**config.mk**
```make
export PLATFORM = sky130hd
export DESIGN_NAME = uart_ram_dumper
export DESIGN_NICKNAME = d
export VERILOG_FILES = /design/src/rtl/uart_pkg.sv /design/src/rtl/uart_ram_dumper.sv
export SDC_FILE = /design/constraint.sdc
export NUM_CORES = 1
export LEC_CHECK = 0
export ABC_AREA = 1
export BUFFER_PORTS_ARGS = -buffer_cell sky130_fd_sc_hd__buf_2
export CORE_UTILIZATION = 59
export DETAILED_ROUTE_END_ITERATION = 6
export PLACE_DENSITY = 0.95
export SLEW_MARGIN = 0
export SYNTH_ARGS = -nofsm -noshare
export SYNTH_HDL_FRONTEND = slang
export SYNTH_SLANG_ARGS = --single-unit
```
**constraint.sdc**
```tcl
create_clock -name clk -period 3.02 [get_ports clk]
set_input_delay 0.302 -clock clk [delete_from_list [all_inputs] [get_ports clk]]
set_output_delay 0.302 -clock clk [all_outputs]
set_load 0.02 [all_outputs]
```
**src/rtl/uart_pkg.sv**
```systemverilog
// Shared UART-manager definitions: dumper FSM states, byte width, word packing helper.
// Optional UART_DUMP_CHECKSUM_EN adds the CSUM state used by the RAM dumper.
package uart_pkg;

    localparam int unsigned UART_BYTE_W = 8;

    typedef enum logic [2:0] {
        S_IDLE,
        S_RD,
        S_LATCH,
        S_SEND,
        S_GUARD,
        S_WAITTX,
`ifdef UART_DUMP_CHECKSUM_EN
        S_CSUM,
`endif
        S_DONE
    } dump_state_t;

    function automatic int unsigned bytes_per_word(input int unsigned xlen);
        return xlen / UART_BYTE_W;
    endfunction

endpackage

```
**src/rtl/uart_ram_dumper.sv**
```systemverilog
// Streams a contiguous RAM word range out over the UART transmitter, little-endian bytes.
// Define UART_DUMP_CHECKSUM_EN to append a two's-complement checksum byte after the data.
module uart_ram_dumper
    import uart_pkg::*;
#(
    parameter int ADDR_LEN = 14,
    parameter int XLEN     = 32
) (
    input  logic                clk,
    input  logic                rstb,
    input  logic                dump_start,
    input  logic [ADDR_LEN-1:0] dump_addr,
    input  logic [ADDR_LEN:0]   dump_len,
    output logic                during_dump,
    output logic                dump_done,
    output logic                ram_rd_en,
    output logic [ADDR_LEN-1:0] ram_addr,
    input  logic [XLEN-1:0]     ram_rd_data,
    output logic                tx_valid,
    output logic [7:0]          tx_data,
    input  logic                tx_busy
);

    localparam int unsigned BPW   = bytes_per_word(XLEN);
    localparam int unsigned IDX_W = (BPW > 1) ? $clog2(BPW) : 1;

    dump_state_t         state_q, state_d;
    logic [ADDR_LEN-1:0] addr_q, addr_d;
    logic [ADDR_LEN:0]   rem_q, rem_d;
    logic [XLEN-1:0]     word_q, word_d;
    logic [IDX_W-1:0]    idx_q, idx_d;
    logic [7:0]          txd_q, txd_d;
    logic [7:0]          lane_byte;
    logic [7:0]          tx_byte;
    logic                start_ok;
    logic                last_byte;
    logic                last_word;
`ifdef UART_DUMP_CHECKSUM_EN
    logic [7:0]          sum_q, sum_d;
    logic                csum_sent_q, csum_sent_d;
`endif

    assign start_ok  = (state_q == S_IDLE) && dump_start;
    assign last_byte = (idx_q == IDX_W'(BPW - 1));
    assign last_word = (rem_q == (ADDR_LEN+1)'(1));

    always_ff @(posedge clk or negedge rstb) begin
        if (!rstb) begin
            state_q     <= S_IDLE;
            addr_q      <= '0;
            rem_q       <= '0;
            word_q      <= '0;
            idx_q       <= '0;
            txd_q       <= '0;
`ifdef UART_DUMP_CHECKSUM_EN
            sum_q       <= '0;
            csum_sent_q <= 1'b0;
`endif
        end else begin
            state_q     <= state_d;
            addr_q      <= addr_d;
            rem_q       <= rem_d;
            word_q      <= word_d;
            idx_q       <= idx_d;
            txd_q       <= txd_d;
`ifdef UART_DUMP_CHECKSUM_EN
            sum_q       <= sum_d;
            csum_sent_q <= csum_sent_d;
`endif
        end
    end

    always_comb begin
        state_d = state_q;
        unique case (state_q)
            S_IDLE:   if (dump_start) state_d = (dump_len == '0) ? S_DONE : S_RD;
            S_RD:     state_d = S_LATCH;
            S_LATCH:  state_d = S_SEND;
            S_SEND:   if (!tx_busy) state_d = S_GUARD;
            S_GUARD:  state_d = S_WAITTX;
            S_WAITTX: begin
                if (!tx_busy) begin
`ifdef UART_DUMP_CHECKSUM_EN
                    // The checksum byte reuses GUARD/WAITTX; its completion ends the dump.
                    if (csum_sent_q)    state_d = S_DONE;
                    else if (!last_byte) state_d = S_SEND;
                    else if (!last_word) state_d = S_RD;
                    else                 state_d = S_CSUM;
`else
                    if (!last_byte)      state_d = S_SEND;
                    else if (!last_word) state_d = S_RD;
                    else                 state_d = S_DONE;
`endif
                end
            end
`ifdef UART_DUMP_CHECKSUM_EN
            S_CSUM:   if (!tx_busy) state_d = S_GUARD;
`endif
            S_DONE:   state_d = S_IDLE;
            default:  state_d = S_IDLE;
        endcase
    end

    always_comb begin
        addr_d = addr_q;
        rem_d  = rem_q;
        word_d = word_q;
        idx_d  = idx_q;
        txd_d  = tx_valid ? tx_byte : txd_q;
`ifdef UART_DUMP_CHECKSUM_EN
        sum_d       = sum_q;
        csum_sent_d = csum_sent_q;
        if (tx_valid && state_q == S_SEND) sum_d = sum_q + tx_byte;
        if (tx_valid && state_q == S_CSUM) csum_sent_d = 1'b1;
        if (start_ok) begin
            sum_d       = '0;
            csum_sent_d = 1'b0;
        end
`endif
        if (start_ok) begin
            addr_d = dump_addr;
            rem_d  = dump_len;
        end
        if (state_q == S_LATCH) begin
            word_d = ram_rd_data;
            idx_d  = '0;
        end
        if (state_q == S_WAITTX && !tx_busy && last_byte
`ifdef UART_DUMP_CHECKSUM_EN
            && !csum_sent_q
`endif
            ) begin
            rem_d = rem_q - (ADDR_LEN+1)'(1);
            if (!last_word) addr_d = addr_q + ADDR_LEN'(1);
        end else if (state_q == S_WAITTX && !tx_busy && !last_byte) begin
            idx_d = idx_q + IDX_W'(1);
        end
    end

    always_comb begin
        lane_byte = '0;
        for (int unsigned i = 0; i < BPW; i++) begin
            if (idx_q == IDX_W'(i)) lane_byte = word_q[i*UART_BYTE_W +: UART_BYTE_W];
        end
    end

    always_comb begin
        tx_byte     = lane_byte;
        tx_valid    = (state_q == S_SEND) && !tx_busy;
`ifdef UART_DUMP_CHECKSUM_EN
        if (state_q == S_CSUM) begin
            tx_byte  = ~sum_q + 8'd1;
            tx_valid = !tx_busy;
        end
`endif
        tx_data     = tx_valid ? tx_byte : txd_q;
        ram_rd_en   = (state_q == S_RD);
        ram_addr    = addr_q;
        dump_done   = (state_q == S_DONE);
        during_dump = (state_q != S_IDLE) && (state_q != S_DONE);
    end

endmodule

```
==> results of run 1 <==
-- how the worst max path moves through the flow --
stage / from / to / slack (ps) / cells past startpoint
finish: idx_q[1] / tx_data[2] / 390 / 8
global route: idx_q[1] / tx_data[2] / 270 / 8
CTS: idx_q[1] / tx_data[2] / 430 / 8
detailed placement: idx_q[1] / tx_data[2] / 800 / 8
global placement: idx_q[0] / tx_data[2] / 960 / 7
floorplan: idx_q[0] / tx_data[0] / 1010 / 7
-- kinds of logic after synthesis --
logic type / after synthesis
multiplexers: 32
AO/OA/AOI/OAI: 73
AND/OR/NAND/NOR: 262
buffers and inverters: 66
XOR/XNOR: 10
flip-flops: 74
adder cells (fa/ha/maj): 7
-- per-layer routing --
metal,track usage [%],wire length [µm],vias to the layer above
met4,15.5,329,0
li1,-,-,1865
met2,52.7,5080,183
met5,0,0,-
met3,6.57,751,30
met1,34.2,4080,1789
-- state kept, by name (all words and copies together), names as in the netlist --
register	flops
state_q	3
word_q	32
txd_q	8
rem_q	15
ram_addr	14
idx_q	2
-- layout make-up --
type | instances | area (µm²) | area share [%]
clock buffers | 13 | 159 | 3.23
clock inverters | 3 | 46.3 | 0.941
inverters | 50 | 196 | 3.99
flip-flops and latches | 74 | 1850 | 37.6
multi-input cells | 384 | 2080 | 42.2
repair buffers | 91 | 470 | 9.56
well taps | 96 | 120 | 2.44
-- metrics by stage --
stage	worst slack, ps	cell area, µm²	utilization (%)	total power [mW]	hold WS (ps)
floorplan	1010	4240	-	3.56	6.41
global placement	962	4720	68.7	4.07	408
detailed placement	795	4720	68.7	4.22	420
CTS	431	4920	71.7	5.03	32.6
global route	267	4920	71.7	5.42	69.1
finish	395	4920	71.7	5.03	15.6
-- cells in the final DEF (no fill, tap or decap), types with 14 or more instances in the layout --
master,count
nand2_1,154
buf_2,90
inv_1,44
a21oi_1,24
mux2_2,32
o21ai_0,17
nand3_1,30
nor2_1,54
dfrtp_1,74
o21ai_1,14
-- power groups by stage --
| stage | sequential (mW) | combinational (mW) | clock [mW] |
|---|---|---|---|
| finish | 1.90 | 2.32 | 0.803 |
| global route | 1.96 | 2.61 | 0.855 |
| CTS | 1.90 | 2.32 | 0.811 |
| detailed placement | 1.91 | 2.30 | 0 |
| global placement | 1.88 | 2.19 | 0 |
| floorplan | 1.88 | 1.68 | 0 |
==> summary.md, run 1 <==
| Metric | Value |
|---|---|
| Status | complete, no violations |
| Starting Density | between 60% and 70% |
| FF-to-FF path depth | 3 |
| First-pass GRT wire length | approximately 17,000 µm |
| Area grow syn2layout | 16.1% |
| Core area | around 6900 µm² |
| Crit Path Class | flop to output port |
| Int Power | around 2.9 mW |
| Combinational share of power | 46.2% |
| Reg clk slew, reported paths | 90 ps |
| Start of the worst register-to-register path | state_q[0] |
| Setup Skew | around 13 ps |
| Diodes inserted | 0 |
| Crit path required time | approximately 2700 ps |
| Congestion Overflow GR | 0 |
| Multiplexer share of the synthesized area | under 10% |
| Synth area leader | dfrtp_1 |
| Setup_tns | 0 ps |
| Main combinational cell family by area after synthesis | simple AND/OR/NAND/NOR gates |
| GPL Wtd Cong | 0.937 |
| Clock sinks | between 70 and 80 |
| Syn Std Cell Area | between 4000 and 5000 µm² |
| Final number of hold-violating endpoints | 0 |
| Crit Path Max Fanout | 9 |
| CP bufs+invs | 2 |
| Post-synth top area share | a little over two fifths |
| Post-synth EDFFs | 0 |
| RR Endpoint | word_q[6] |
| Synth Area in Compound Gates | about a tenth |
| Ports | 91 |
| Crit start category | flop |
| Total of max-cap violations | 0 |
| H-tree levels | 3 |
| Die H | between 80 and 90 µm |
| Slew @ Worst Pin | 841 ps |
| Worst-path cell chain | inv_1 > ha_1 > nor2_1 > nand2_1 > nand2_1 > o211ai_1 > a21oi_1 > buf_2 |
| Rows | 30 |
| Post-Syn Instances | around 520 |
| Routed vias | 3,867 |
| Placed insts | ~700 |
| Largest net degree at the start of global routing | 45 |
| Clk buf depth | 2 |
| Synth Area in XOR/XNOR | 2.07% |
| CP dominant cell by count | nand2_1 |
| Reg2Reg Setup Slack | between 1000 and 1500 ps |
| Fin cells | 711 |
| Final net count | 682 |
| RSZ-0062 raised after global routing | false |
| Minimum clock period | roughly 2600 ps |
| Worst min-delay path class | input port to async pin |
| Power Density | around 1000 nW/µm² |
| Post-Route WL | 10,200 µm |
| Cell family with most CP delay | simple AND/OR/NAND/NOR gates |
| Simple logic cell fraction of the synthesized area | between 20% and 30% |
| All-Layer GR Usage | between 20 and 30% |
| CTS Hold Bufs | 0 |
| Drt first-iter violations | between 150 and 200 |
| Synth cell count leaders | 154 x nand2_1, 74 x dfrtp_1, 54 x nor2_1 |
| Syn nets | slightly below 600 |
| Post-Synth Adder-Cell Area | slightly above 2% |
| DRC | 0 |
| Ranking of synthesized cells by area | dfrtp_1 44%, nand2_1 14%, mux2_2 8.5% |
| Register area share after synthesis | between 40% and 50% |
| Synth warn | 0 |
| Number of antenna violations at the first check in global routing | 0 |
| CTS Buf Count | 9 |
| Fraction of registers with async set/reset | 100% |
| Slowest-stage cell, CP | nor2_1 |
| Fill count | approximately 540 |
| Relative slew slack | about 44% |
| Vias in the first global route | around 4,000 |
| DR WL/cell | between 10 and 15 µm |
| Post-detailed-route count of antenna-violating nets | 0 |
| Avg Synthesized Cell Area | ~8 µm² |
| Unique masters post-synth | 38 |
| Top-count cell post-synth | nand2_1 |
| CP max stage delay | roughly 440 ps |
| Slew Limit Fails | 0 |
| Worst setup EP type | output port |
| Post-CTS Setup Bufs | 0 |
| Via/cell ratio | 5.44 |
| Synthesized flop and latch total | 74 |
| Drt pass-1 iters | 4 |
| Worst skew pair latency | between 300 and 400 ps |
| Share of layout cells above drive strength 1 | roughly 26% |
| Switching power total | between 2 and 2.5 mW |
| Die area | about 7500 µm² |
| CP arrival | about 2300 ps |
| FMAX | 381 MHz |
| VDD IR max | just over 800 µV |
| CTS tree | yes |
| Cts repair resizes | 0 |
| Final setup vio count | 0 |
| Clock Power Share | about 16% |
| Tcrit/Tclk final | between 80% and 90% |
| Die X | just under 90 µm |
| Sw Share | between 40% and 50% |
| Port-buffer cells | 90 |
| Most used DFF post-synth | dfrtp_1 |
| Part of the power in registers | between 30 and 40% |
| Final HPWL DP | approximately 7600 µm |
| LEAKAGE | 2.51 nW |
| Root Buffer | clkbuf_8 |
No activity file was read; power rests on OpenSTA's default activity.
==> run 2: changes to the inputs <==
--- a/config.mk
+++ b/config.mk
@@ -10,7 +10,7 @@
 export CORE_UTILIZATION = 59
 export DETAILED_ROUTE_END_ITERATION = 6
 export PLACE_DENSITY = 0.95
-export SLEW_MARGIN = 0
+export SLEW_MARGIN = 20
 export SYNTH_ARGS = -nofsm -noshare
 export SYNTH_HDL_FRONTEND = slang
 export SYNTH_SLANG_ARGS = --single-unit
==> constraint.sdc (replaced) <==
create_clock -name clk -period 3.3 [get_ports clk]
set_input_delay 0.33 -clock clk [delete_from_list [all_inputs] [get_ports clk]]
set_output_delay 0.33 -clock clk [all_outputs]
set_load 0.02 [all_outputs]
==> run 2 against run 1 <==
Non-clock buffer count is the same; hold slack gained 170 ps; cell count unchanged; power shrank 7.4%; global-route usage shrank 0.48 points; register-to-register slack better by 280 ps; critical path depth is the same; critical path type unchanged; largest power group unchanged.
==> summary.md, run 2 (synthesis gave the netlist of run 1 again) <==
| Metric | Value |
|---|---|
| Port-buffer cells | 90 (unchanged) |
| Worst skew pair latency | 350 ps (about the same) |
| Crit Path Max Fanout | 9 (unchanged) |
| FMAX | about 390 MHz |
| Final number of hold-violating endpoints | 0 (unchanged) |
| Final HPWL DP | 7580 µm (was 7600 µm) |
| Register name with the most flops | word_q (unchanged) |
| Congestion Overflow GR | 0 (unchanged) |
| Crit start category | flop (unchanged) |
| Slowest-stage cell, CP | nor2_1 (unchanged) |
| Max reg flops | 32 (unchanged) |
| Setup_tns | 0 ps (unchanged) |
| CP dominant cell by count | nand2_1 (unchanged) |
| Power Density | 944 nW/µm² (was 1020 nW/µm²) |
| Largest net degree at the start of global routing | 75 (was 45) |
| CP max stage delay | 440 ps (about the same) |
| Crit path required time | 2970 ps (was 2720 ps) |
| Fin cells | 711 (unchanged) |
| Worst setup EP type | output port (unchanged) |
| Switching power total | 2.01 mW (was 2.18 mW) |
| Routed vias | 3,903 (was 3,867) |
| H-tree levels | 3 (unchanged) |
| VDD IR max | 668 µV (was 813 µV) |
| First-pass GRT wire length | 16,900 µm (was 17,200 µm) |
| CTS tree | yes (unchanged) |
| Number of antenna violations at the first check in global routing | 0 (unchanged) |
| Starting Density | 61.7% (unchanged) |
| Status | complete, no violations (unchanged) |
| GPL Wtd Cong | 0.937 (about the same) |
| Final setup vio count | 0 (unchanged) |
| Slew @ Worst Pin | 928 ps (was 841 ps) |
| Core area | 6870 µm² (unchanged) |
| RR Endpoint | word_q[12] (was word_q[6]) |
| LEAKAGE | 2.52 nW (was 2.51 nW) |
| Most frequent cells in the layout | 154 x nand2_1, 90 x buf_2, 74 x dfrtp_1 (unchanged) |
| Area grow syn2layout | 16.3% (was 16.1%) |
| Rows | 30 (unchanged) |
| Placed insts | 695 (unchanged) |
| Via/cell ratio | 5.49 (was 5.44) |
| CTS Hold Bufs | 0 (unchanged) |
| All-Layer GR Usage | 29.5% (was 29.9%) |
| Root Buffer | clkbuf_8 (unchanged) |
| Combinational share of power | 45.3% (was 46.2%) |
| Drt pass-1 iters | 5 (was 4) |
| Post-detailed-route count of antenna-violating nets | 0 (unchanged) |
| Clock sinks | 74 (unchanged) |
| Worst-path cell chain | inv_1 > ha_1 > nor2_1 > nand2_1 > nand2_1 > o211ai_1 > a21oi_1 > buf_2 (unchanged) |
| Clk buf depth | 2 (unchanged) |
| Setup Skew | 10.8 ps (was 12.9 ps) |
| Crit Path Class | flop to output port (unchanged) |
| Diodes inserted | 0 (unchanged) |
| Reg2Reg Setup Slack | 1370 ps (was 1090 ps) |
| Slew Limit Fails | 0 (unchanged) |
| DRC | 0 (unchanged) |
| Tcrit/Tclk final | a little under 80% |
| CTS Buf Count | 9 (unchanged) |
| Part of the power in registers | 37.6% (was 37.9%) |
| Ports | 91 (unchanged) |
| Reg clk slew, reported paths | 90 ps (about the same) |
| Cts repair resizes | 0 (unchanged) |
| Die area | 7530 µm² (unchanged) |
| Die H | 86.8 µm (unchanged) |
| Post-CTS Setup Bufs | 0 (unchanged) |
| Total of max-cap violations | 0 (unchanged) |
| Dpl ws | 1100 ps (was 795 ps) |
| Post-Route WL | 10,200 µm (about the same) |
| Clock Power Share | 17.1% (was 16.0%) |
| Relative slew slack | 38.1% (was 43.9%) |
| Vias in the first global route | 3,835 (was 3,987) |
| Final net count | 682 (unchanged) |
| Start of the worst register-to-register path | state_q[0] (unchanged) |
| Commonest non-fill, non-tap cell in the layout | nand2_1 (unchanged) |
| CP arrival | 2260 ps (was 2320 ps) |
| FF-to-FF path depth | 3 (unchanged) |
| Total power | 4.65 mW (was 5.03 mW) |
| RSZ-0062 raised after global routing | false (unchanged) |
| Smallest setup slack after layout | 706 ps (was 395 ps) |
| Die X | 86.8 µm (unchanged) |
| Worst min-delay path class | input port to async pin (unchanged) |
| Share of layout cells above drive strength 1 | 25.9% (was 25.5%) |
| Int Power | 2.64 mW (was 2.85 mW) |
| Drt first-iter violations | 198 (was 199) |
| Fill count | 545 (was 544) |
| Minimum clock period | 2590 ps |
| Cell family with most CP delay | simple AND/OR/NAND/NOR gates (unchanged) |
| Sw Share | 43.2% (was 43.3%) |
| DR WL/cell | 14.4 µm (about the same) |
| CP bufs+invs | 2 (unchanged) |
## run 2: worst max-delay path by stage
stage          slack [ps]          to  cells after the start     start
2_1_floorplan        1260  tx_data[0]                      7  idx_q[0]
3_3_place_gp         1240  tx_data[2]                      7  idx_q[0]
3_5_place_dp         1100  tx_data[5]                      8  idx_q[1]
4_1_cts               720  tx_data[5]                      8  idx_q[1]
5_1_grt               480  tx_data[3]                      8  idx_q[1]
6_report              710  tx_data[1]                      8  idx_q[1]
## run 2: power by group through the flow
stage	registers (mW)	logic (mW)	clock network, mW
floorplan	1.72	1.54	0
detailed placement	1.76	2.10	0
global route	1.79	2.38	0.845
CTS	1.74	2.11	0.808
global placement	1.72	2.00	0
finish	1.75	2.11	0.797
## run 2: area by class of cell
class | instances | area, µm² | area share [%]
Clock buffer | 9 | 124 | 2.51
Timing Repair Buffer | 91 | 458 | 9.29
Tap cell | 96 | 120 | 2.44
Sequential cell | 74 | 1850 | 37.6
Multi-Input combinational cell | 384 | 2080 | 42.2
Clock inverter | 7 | 100 | 2.03
Inverter | 50 | 196 | 3.99
## run 2: metal layers
metal / track usage [%] / wire length (µm) / part of all wire (%) / up-vias
met1: 34.2 / 4100 / 40 / 1809
met3: 6.67 / 777 / 7.6 / 31
met5: 0 / 0 / 0 / -
li1: - / - / - / 1878
met2: 52.3 / 5070 / 49 / 185
met4: 12.7 / 295 / 2.9 / 0
## run 2: metrics by stage
stage / area [µm²] / utilization, % / hold slack [ps]
floorplan: 4240 / - / 34.4
finish: 4930 / 71.7 / 187
CTS: 4930 / 71.7 / 194
global route: 4930 / 71.7 / 195
detailed placement: 4700 / 68.5 / 494
global placement: 4700 / 68.5 / 491
==> run 3: changes to the inputs <==
--- a/config.mk
+++ b/config.mk
@@ -7,9 +7,9 @@
 export LEC_CHECK = 0
 export ABC_AREA = 1
 export BUFFER_PORTS_ARGS = -buffer_cell sky130_fd_sc_hd__buf_2
-export CORE_UTILIZATION = 59
+export CORE_UTILIZATION = 55
 export DETAILED_ROUTE_END_ITERATION = 6
-export PLACE_DENSITY = 0.95
+export PLACE_DENSITY = 0.9
 export SLEW_MARGIN = 20
 export SYNTH_ARGS = -nofsm -noshare
 export SYNTH_HDL_FRONTEND = slang
==> constraint.sdc (replaced) <==
create_clock -name clk -period 2.5 [get_ports clk]
set_input_delay 0.25 -clock clk [delete_from_list [all_inputs] [get_ports clk]]
set_output_delay 0.25 -clock clk [all_outputs]
set_load 0.02 [all_outputs]
==> run 3 against run 2 <==
Sequential power is 31% higher; die area is 7.1% higher; critical path depth is 1 lower; design area is 0.23% higher; the run now ends with hold timing left; wire length is 1.7% higher.
==> summary.md, run 3 (synthesis gave the netlist of run 1 again) <==
| Metric | Value |
|---|---|
| Slew Limit Fails | 0 (unchanged) |
| Worst min-delay path class | input port to async pin (unchanged) |
| Crit path required time | 2250 ps (was 2970 ps) |
| Crit start category | flop (unchanged) |
| Reg2Reg Setup Slack | 510 ps (was 1370 ps) |
| Die H | 89.8 µm (was 86.8 µm) |
| LEAKAGE | 2.51 nW (was 2.52 nW) |
| Clock sinks | 74 (unchanged) |
| Post-CTS Setup Bufs | 0 (unchanged) |
| Drt pass-1 iters | 5 (unchanged) |
| Routed vias | 3,903 (unchanged) |
| Drt first-iter violations | 187 (was 198) |
| Final number of hold-violating endpoints | 1 (was 0) |
| Status | finished, violations left (was complete, no violations) |
| Storage element area | 1850 µm² (unchanged) |
| Clk buf depth | 2 (unchanged) |
| Root Buffer | clkbuf_8 (unchanged) |
| CP arrival | 2080 ps (was 2260 ps) |
| Commonest non-fill, non-tap cell in the layout | nand2_1 (unchanged) |
| Dpl ws | 359 ps (was 1100 ps) |
| Congestion Overflow GR | 0 (unchanged) |
| Crit Path Max Fanout | 9 (unchanged) |
| VDD IR max | 921 µV (was 668 µV) |
| Number of antenna violations at the first check in global routing | 0 (unchanged) |
| CTS Hold Bufs | 0 (unchanged) |
| Largest net degree at the start of global routing | 42 (was 75) |
| Starting Density | 57.5% (was 61.7%) |
| Setup_tns | 0 ps (unchanged) |
| RR Endpoint | word_q[23] (was word_q[12]) |
| Failing checks | hold timing |
| Setup Skew | 7.08 ps (was 10.8 ps) |
| RSZ-0062 raised after global routing | false (unchanged) |
| Relative slew slack | 41.8% (was 38.1%) |
| First-pass GRT wire length | 17,400 µm (was 16,900 µm) |
| Via/cell ratio | 5.46 (was 5.49) |
| Final HPWL DP | 7640 µm (was 7580 µm) |
| Multi-input gate area | 2090 µm² (was 2080 µm²) |
| Crit Path Class | flop to output port (unchanged) |
| DRC | 0 (unchanged) |
| All-Layer GR Usage | 26.9% (was 29.5%) |
| Most frequent cells in the layout | 154 x nand2_1, 90 x buf_2, 74 x dfrtp_1 (unchanged) |
| Tcrit/Tclk final | approximately 93% |
| Register name with the most flops | word_q (unchanged) |
| CTS tree | yes (unchanged) |
| Worst skew pair latency | 350 ps (about the same) |
| Max reg flops | 32 (unchanged) |
| Total of max-cap violations | 0 (unchanged) |
| Final Hold Slack | -2.13 ps (was 187 ps) |
| Slew @ Worst Pin | 872 ps (was 928 ps) |
| Smallest setup slack after layout | 173 ps (was 706 ps) |
| Fill count | 599 (was 545) |
| Minimum clock period | about 2300 ps |
| Area grow syn2layout | 16.5% (was 16.3%) |
| Core area | 7370 µm² (was 6870 µm²) |
| Die area | 8060 µm² (was 7530 µm²) |
| H-tree levels | 3 (unchanged) |
| Post-Route WL | 10,400 µm (was 10,200 µm) |
| Reg clk slew, reported paths | 80 ps (was 90 ps) |
| Worst setup EP type | output port (unchanged) |
| Diodes inserted | 0 (unchanged) |
| Start of the worst register-to-register path | state_q[0] (unchanged) |
| Power Density | 1230 nW/µm² (was 944 nW/µm²) |
| DR WL/cell | 14.6 µm (was 14.4 µm) |
| Final net count | 683 (was 682) |
| FF-to-FF path depth | 3 (unchanged) |
| Share of layout cells above drive strength 1 | 26.0% (was 25.9%) |
| CTS Buf Count | 9 (unchanged) |
| Final setup vio count | 0 (unchanged) |
| GPL Wtd Cong | 0.919 (was 0.937) |
| Die X | 89.8 µm (was 86.8 µm) |
| Ports | 91 (unchanged) |
| Post-detailed-route count of antenna-violating nets | 0 (unchanged) |
| Port-buffer cells | 90 (unchanged) |
| Rows | 31 (was 30) |
| Total power | 6.09 mW (was 4.65 mW) |
| Vias in the first global route | 3,905 (was 3,835) |
| FMAX | ~430 MHz |
## run 3: cell count changes in the layout (fill, tap and decap cells not counted)
cell	delta
nor2_4	+1
buf_12	+1
bufinv_16	-1
clkinvlp_4	+2
inv_6	-1
clkinv_2	-1
clkbuf_1	+1
clkbuf_8	+1
nor2_1	-1
clkinv_4	-1
## run 3: per-layer routing
metal	track usage [%]	part of all wire (%)
met1	31.5	40
met2	48.9	52
met3	5.67	6.9
met4	9.15	1.1
met5	0	0
## run 3: timing repair
action,CTS,global route
endpoints found under the setup margin,3,6
pin swaps,0,0
gates cloned,0,0
gates resized for setup,1,1
## run 3: power by group
part	leakage [nW]	switching (mW)	internal (mW)	total, mW
Sequential	0.873	0.504	1.79	2.30
Combinational	1.54	1.69	1.14	2.83
Clock	0.0962	0.469	0.494	0.963
## run 3: worst max-delay path by stage
stage,start,endpoint,depth (start not counted)
after floorplan,idx_q[0],tx_data[0],7
after global placement,idx_q[1],tx_data[0],8
after detailed placement,idx_q[1],tx_data[6],8
after CTS,idx_q[1],tx_data[6],8
after global routing,idx_q[1],tx_data[7],8
final,state_q[2],tx_data[7],7
## run 3: critical path, stage by stage, from the launching register on
cell and delay [ps]:
dfrtp_1 440, inv_1 150, nand3_1 140, or2_1 390
clkinv_4 150, nor2_1 60, a21oi_1 200, buf_2 210
## run 3: final cells by class
type / count / area share (%)
clock buffers: 11 / 2.86
well taps: 99 / 2.51
clock inverters: 5 / 1.27
multi-input cells: 384 / 42.2
inverters: 50 / 3.98
repair buffers: 92 / 9.68
flip-flops and latches: 74 / 37.5
## run 3: stage by stage
stage | hold slack (ps) | utilization, % | std cells | instance area [µm²]
after floorplan | -45.6 | - | 524 | 4240
after global placement | 388 | 64.2 | 699 | 4730
after detailed placement | 398 | 64.2 | 699 | 4730
after CTS | 22.0 | 67.0 | 715 | 4930
after global routing | 61.1 | 67.0 | 715 | 4940
final | -2.13 | 67.0 | 715 | 4940
